[src/rtl/config_serial_loader.sv]
// config_serial_loader: SPI-mode-0 front-end that streams a frame into the config shift register
//
// Ports:
//    clk        system clock
//    resetN     asynchronous active-low reset
//    spiSclk    external serial clock (asynchronous pin)
//    spiMosi    external serial data, MSB first (asynchronous pin)
//    spiCsN     external frame select, active-low (asynchronous pin)
//    spiMiso    readback bit presented to the pin
//    serialEn   one-cycle shift strobe to the config shift register
//    serialIn   bit to shift, valid while serialEn is high
//    serialOut  MSB of the config shift register
//    busy       high while a frame is in progress
//    loadDone   one-cycle pulse, frame had exactly ShiftRegSize bits
//    loadError  one-cycle pulse, wrong bit count (or timeout)
//
// Optional macro CONFIG_LOADER_TIMEOUT_EN adds an idle-sclk abort after
// TimeoutCycles clocks, followed by a WAIT_CS state until csN rises.
module config_serial_loader #(
   parameter int ShiftRegSize  = 17,
   parameter int SyncStages    = 2,
   parameter int TimeoutCycles = 4096
) (
   input  logic clk,
   input  logic resetN,
   input  logic spiSclk,
   input  logic spiMosi,
   input  logic spiCsN,
   output logic spiMiso,
   output logic serialEn,
   output logic serialIn,
   input  logic serialOut,
   output logic busy,
   output logic loadDone,
   output logic loadError
);
   localparam int CntW = $clog2(ShiftRegSize + 2);

   if (SyncStages < 2 || TimeoutCycles < 2) begin : g_bad_param
      $error("config_serial_loader: SyncStages and TimeoutCycles must be >= 2");
   end

`ifdef CONFIG_LOADER_TIMEOUT_EN
   localparam int TW = $clog2(TimeoutCycles + 1);
   typedef enum logic [1:0] {IDLE, SHIFT, WAIT_CS} state_e;
   logic [TW-1:0] to_cnt_q;
`else
   typedef enum logic [1:0] {IDLE, SHIFT} state_e;
`endif

   logic [SyncStages-1:0] sclk_sync_q, mosi_sync_q, csn_sync_q;
   logic [SyncStages:0]   vld_q;
   logic                  sclk_prev_q, csn_prev_q, armed_q;
   state_e                state_q;
   logic [CntW-1:0]       bit_cnt_q;
   logic                  busy_q, miso_q, en_q, sin_q, done_q, err_q;
   logic                  sclk_s, csn_s, sclk_rise, sclk_fall, csn_rise, csn_fall;

   assign sclk_s    = sclk_sync_q[SyncStages-1];
   assign csn_s     = csn_sync_q[SyncStages-1];
   assign sclk_rise = sclk_s & ~sclk_prev_q;
   assign sclk_fall = ~sclk_s & sclk_prev_q;
   assign csn_rise  = csn_s & ~csn_prev_q;
   // armed_q blocks a csN that was already low across reset release from starting a frame
   assign csn_fall  = armed_q & ~csn_s & csn_prev_q;

   always_ff @(posedge clk or negedge resetN)
      if (!resetN) begin
         sclk_sync_q <= '0;
         mosi_sync_q <= '0;
         csn_sync_q  <= '1;
         sclk_prev_q <= 1'b0;
         csn_prev_q  <= 1'b1;
         vld_q       <= '0;
         armed_q     <= 1'b0;
      end else begin
         sclk_sync_q <= {sclk_sync_q[SyncStages-2:0], spiSclk};
         mosi_sync_q <= {mosi_sync_q[SyncStages-2:0], spiMosi};
         csn_sync_q  <= {csn_sync_q[SyncStages-2:0], spiCsN};
         sclk_prev_q <= sclk_s;
         csn_prev_q  <= csn_s;
         vld_q       <= {vld_q[SyncStages-1:0], 1'b1};
         // vld_q full means csn_s/csn_prev_q carry real pin samples, not reset values
         armed_q     <= armed_q | (vld_q[SyncStages] & csn_s & csn_prev_q);
      end

   always_ff @(posedge clk or negedge resetN)
      if (!resetN) begin
         state_q   <= IDLE;
         bit_cnt_q <= '0;
         busy_q    <= 1'b0;
         miso_q    <= 1'b0;
         en_q      <= 1'b0;
         sin_q     <= 1'b0;
         done_q    <= 1'b0;
         err_q     <= 1'b0;
`ifdef CONFIG_LOADER_TIMEOUT_EN
         to_cnt_q  <= '0;
`endif
      end else begin
         en_q   <= 1'b0;
         done_q <= 1'b0;
         err_q  <= 1'b0;
         case (state_q)
            IDLE:
               if (csn_fall) begin
                  state_q   <= SHIFT;
                  bit_cnt_q <= '0;
                  busy_q    <= 1'b1;
                  miso_q    <= serialOut;
`ifdef CONFIG_LOADER_TIMEOUT_EN
                  to_cnt_q  <= '0;
`endif
               end
            SHIFT: begin
`ifdef CONFIG_LOADER_TIMEOUT_EN
               to_cnt_q <= (sclk_rise || sclk_fall) ? '0 : to_cnt_q + TW'(1);
`endif
               if (csn_rise) begin
                  state_q <= IDLE;
                  busy_q  <= 1'b0;
                  done_q  <= (bit_cnt_q == CntW'(ShiftRegSize));
                  err_q   <= (bit_cnt_q != CntW'(ShiftRegSize));
               end else if (sclk_rise) begin
                  en_q      <= 1'b1;
                  sin_q     <= mosi_sync_q[SyncStages-1];
                  bit_cnt_q <= (bit_cnt_q == CntW'(ShiftRegSize + 1)) ? bit_cnt_q : bit_cnt_q + CntW'(1);
               end else if (sclk_fall)
                  miso_q <= serialOut;
`ifdef CONFIG_LOADER_TIMEOUT_EN
               else if (to_cnt_q == TW'(TimeoutCycles - 1)) begin
                  state_q <= WAIT_CS;
                  busy_q  <= 1'b0;
                  err_q   <= 1'b1;
               end
`endif
            end
`ifdef CONFIG_LOADER_TIMEOUT_EN
            WAIT_CS:
               if (csn_rise) state_q <= IDLE;
`endif
            default: state_q <= IDLE;
         endcase
      end

   assign spiMiso   = miso_q;
   assign serialEn  = en_q;
   assign serialIn  = sin_q;
   assign busy      = busy_q;
   assign loadDone  = done_q;
   assign loadError = err_q;
endmodule
[config.mk]
export PLATFORM = sky130hd
export DESIGN_NAME = config_serial_loader
export DESIGN_NICKNAME = d
export VERILOG_FILES = /design/src/rtl/config_serial_loader.sv
export SDC_FILE = /design/constraint.sdc
export NUM_CORES = 1
export LEC_CHECK = 0
export ABC_AREA = 1
export BUFFER_PORTS_ARGS = -buffer_cell sky130_fd_sc_hd__buf_2
export CAP_MARGIN = 30
export CORE_MARGIN = 4
export CORE_UTILIZATION = 54
export CTS_CLUSTER_SIZE = 16
export DETAILED_ROUTE_END_ITERATION = 6
export PLACE_DENSITY = 0.73
export SYNTH_ARGS = -nofsm -noshare
export SYNTH_HDL_FRONTEND = slang
export SYNTH_SLANG_ARGS = --single-unit
[constraint.sdc]
create_clock -name clk -period 1.8 [get_ports clk]
set_clock_uncertainty 0.15 [all_clocks]
set_input_delay 0.09 -clock clk [delete_from_list [all_inputs] [get_ports clk]]
set_output_delay 0.09 -clock clk [all_outputs]
set_load 0.02 [all_outputs]
==> impl_results.md <==
- CP max stage cell: dfstp_2
- Post-placement cell count: around 110
- Top Family by Delay on Critical Path: simple AND/OR/NAND/NOR gates
- Inserted Clock Buffers: 3
- PnR Total Power: 1.04 mW
- H-tree levels: 1
- Grt total ovfl: 0
- Most frequent cells in the layout: dfrtp_1 (20), nand2_1 (18), nand3_1 (11), buf_2 (11), inv_1 (7)
- Post-route minimum period: 1.45 ns
- RSZ-0062 raised after global routing: no
- Total die area: between 2000 and 2500 um^2
- Leak: about 0.53 nW
- Critical path class: reg2reg
- First-pass GRT wire length: around 2700 um
- Core region area: approximately 1600 um^2
- Via-to-Cell Ratio: 5.16
- Crit path largest cell delay: around 0.55 ns
- Pre-CTS WS: approximately 0.37 ns
- Chip height: about 49 um
- Max VDD drop: a little under 700 uV
- # Max-Cap Violations: 0
- CTS max path bufs: 2
- P&R area growth vs syn: 16.7%
- Commonest non-fill, non-tap cell in the layout: dfrtp_1
- Via count: around 620
- Final hold viol count: 0
- Final WS setup: approximately 0.35 ns
- Ant. Diodes: 0
- Final Slew Violations: 0
- Setup violations, final: 0
- Layout cells sized above 1: about a quarter
- Clock-pin slew on the worst setup and hold paths: 0.12 ns
- Root buf cell: clkbuf_4
- Critical path launch point type: flop
- Most frequent CP cell: nand2_1
- Largest family of logic cells by synthesized area: simple AND/OR/NAND/NOR gates
- Multi-input logic area: ~310 um^2
- Critical-path cell list: inv_1 -> nor2_2 -> nor2_4 -> nand2_4 -> nand2_2 -> nand2_1 -> nand2_1
- Mean Syn Cell Area: 10.9 um^2
- Clock Sink Count: 23
- Adder-cell share of the synthesized area: under 10%
- Post-CTS Setup Repair Bufs: 0
- FF/Latch Area: just under 600 um^2
- Width of the die: about 50 um
- Global Route Usage Sum: between 10% and 20%
- Detail Placement HPWL: between 1000 and 1500 um
- Hold WS: roughly 0.10 ns
- RePlAce Congestion: roughly 0.8
- XOR/XNOR Fraction of Synth Area: less than 1%
- Post-layout util: roughly two thirds
- Compound-cell area share of the yosys netlist: about 3.7%
- Initial antenna violation count: 0
- Mux share of post-synthesis cell area: 0%
- Vias in the first global route: 631
- Largest net degree at the start of global routing: 24
- Register area share after synthesis: a little under two thirds
- Yosys Warn Count: 0
- TritonCTS clock tree: done
- Clk_lat worst skew: between 0.3 and 0.4 ns
- Simple-gate portion of the synthesized area: between 20% and 30%
- Final Cycle Share: between 80% and 90%
- Setup TNS: 0 ns
- Cts repair resizes: 0
- Final WL: between 1000 and 1500 um
- Post-Layout Cell Count: between 100 and 150
- Initial Utilization: around three fifths
- I/O pins: 12
- Post-DR wirelength/cell: about 12 um
- DR iter-0 viols: 9
- WP data arrival: around 1.5 ns
- Synth Instances: between 80 and 90
- Nets: 114
- Drc violations: 0
- Crit-path max FO: 6
- Yosys reg bits: 23
- Worst min path class: in2async
- Critical path buffers and inverters: 1
- Site row count: 14
- Post-Syn Area: about 900 um^2
- FMAX: a little under 0.7 GHz
- First-pass DRT Iterations: 4
- ANT nets after route: 0
- Placed cell area: ~1000 um^2
- Fillers: 122
- Syn Nets: 93
- Cts hold-fix bufs: 5
- Outcome: completed
- Post-route design area: around 1100 um^2
- Pwr dens: slightly below 1000 nW/um^2
- IO Port Bufs: 11
- Crit end category: flop
- Worst endpoint required time: roughly 1.9 ns
- Post-synth cell types: 20
==> worst register-to-register path: cells and delay by family, from the launching register on <==
kind	cells	cell delay, ns
AND/OR/NAND/NOR	6	0.57
flip-flops	1	0.55
buffers and inverters	1	0.07
==> synth_stat cells <==
cell / count / area [um^2]
conb_1: 1 / 3.75
nor2_1: 5 / 18.8
ha_1: 3 / 37.5
a31oi_1: 1 / 6.26
nor2_2: 2 / 12.5
nand3b_1: 1 / 7.51
nand3_2: 2 / 20.0
inv_1: 7 / 26.3
o21ai_0: 2 / 10.0
nand4_1: 2 / 12.5
nor2_4: 1 / 11.3
nand2_2: 1 / 6.26
o21ai_2: 1 / 8.76
nand3_1: 11 / 55.1
xnor2_1: 1 / 8.76
dfrtp_1: 20 / 500
a31o_2: 1 / 8.76
nand2_4: 1 / 11.3
dfstp_2: 3 / 78.8
nand2_1: 18 / 67.6
==> final cells by class <==
class	instances	area share (%)
flip-flops and latches	23	54.4
clock buffers	3	2.12
inverters	7	2.47
repair buffers	16	9.87
well taps	16	1.88
multi-input cells	54	28.8
clock inverters	1	0.470
==> cell families (layout without fill, tap and decap cells) <==
| group | after synthesis | after routing |
|---|---|---|
| flip-flops | 23 | 23 |
| other | 1 | 1 |
| XOR/XNOR | 1 | 1 |
| adder cells (fa/ha/maj) | 3 | 3 |
| buffers and inverters | 7 | 27 |
| AO/OA/AOI/OAI | 5 | 5 |
| AND/OR/NAND/NOR | 44 | 44 |
==> flip-flops by register name (all words and copies together) (netlist names) <==
signal	cells
loadError	1
spiMiso	1
sclk_prev_q	1
loadDone	1
vld_q	3
serialEn	1
sclk_sync_q	2
mosi_sync_q	2
armed_q	1
csn_prev_q	1
bit_cnt_q	5
serialIn	1
csn_sync_q	2
busy	1
==> final timing paths <==
kind                       slack [ns]                       end               startpoint  cells after the start
hold / removal                   0.10        serialEn$_DFF_PN0_                   resetN                      2
hold reg to reg                  0.21   csn_sync_q[1]$_DFF_PN1_  csn_sync_q[0]$_DFF_PN1_                      0
setup reg to reg                 0.35  bit_cnt_q[3]$_DFFE_PN0P_  csn_sync_q[1]$_DFF_PN1_                      7
min in group clk                 0.21   csn_sync_q[1]$_DFF_PN1_  csn_sync_q[0]$_DFF_PN1_                      0
setup / recovery                 0.35  bit_cnt_q[3]$_DFFE_PN0P_  csn_sync_q[1]$_DFF_PN1_                      7
max in group asynchronous        1.04   csn_sync_q[1]$_DFF_PN1_                   resetN                      2
==> routing by layer <==
metal / vias to the layer above / track usage, % / wire length (um)
li1: 312 / - / -
met1: 286 / 17.2 / 659
met2: 16 / 24.3 / 703
met3: 5 / 2.75 / 60
met4: 0 / 9.95 / 40
met5: - / 0 / 0
==> power by group <==
part	total [mW]	internal, mW	switching (mW)
Sequential	0.621	0.570	0.0508
Combinational	0.186	0.0748	0.112
Clock	0.233	0.0832	0.150
Power figures use the tool's default switching activity.
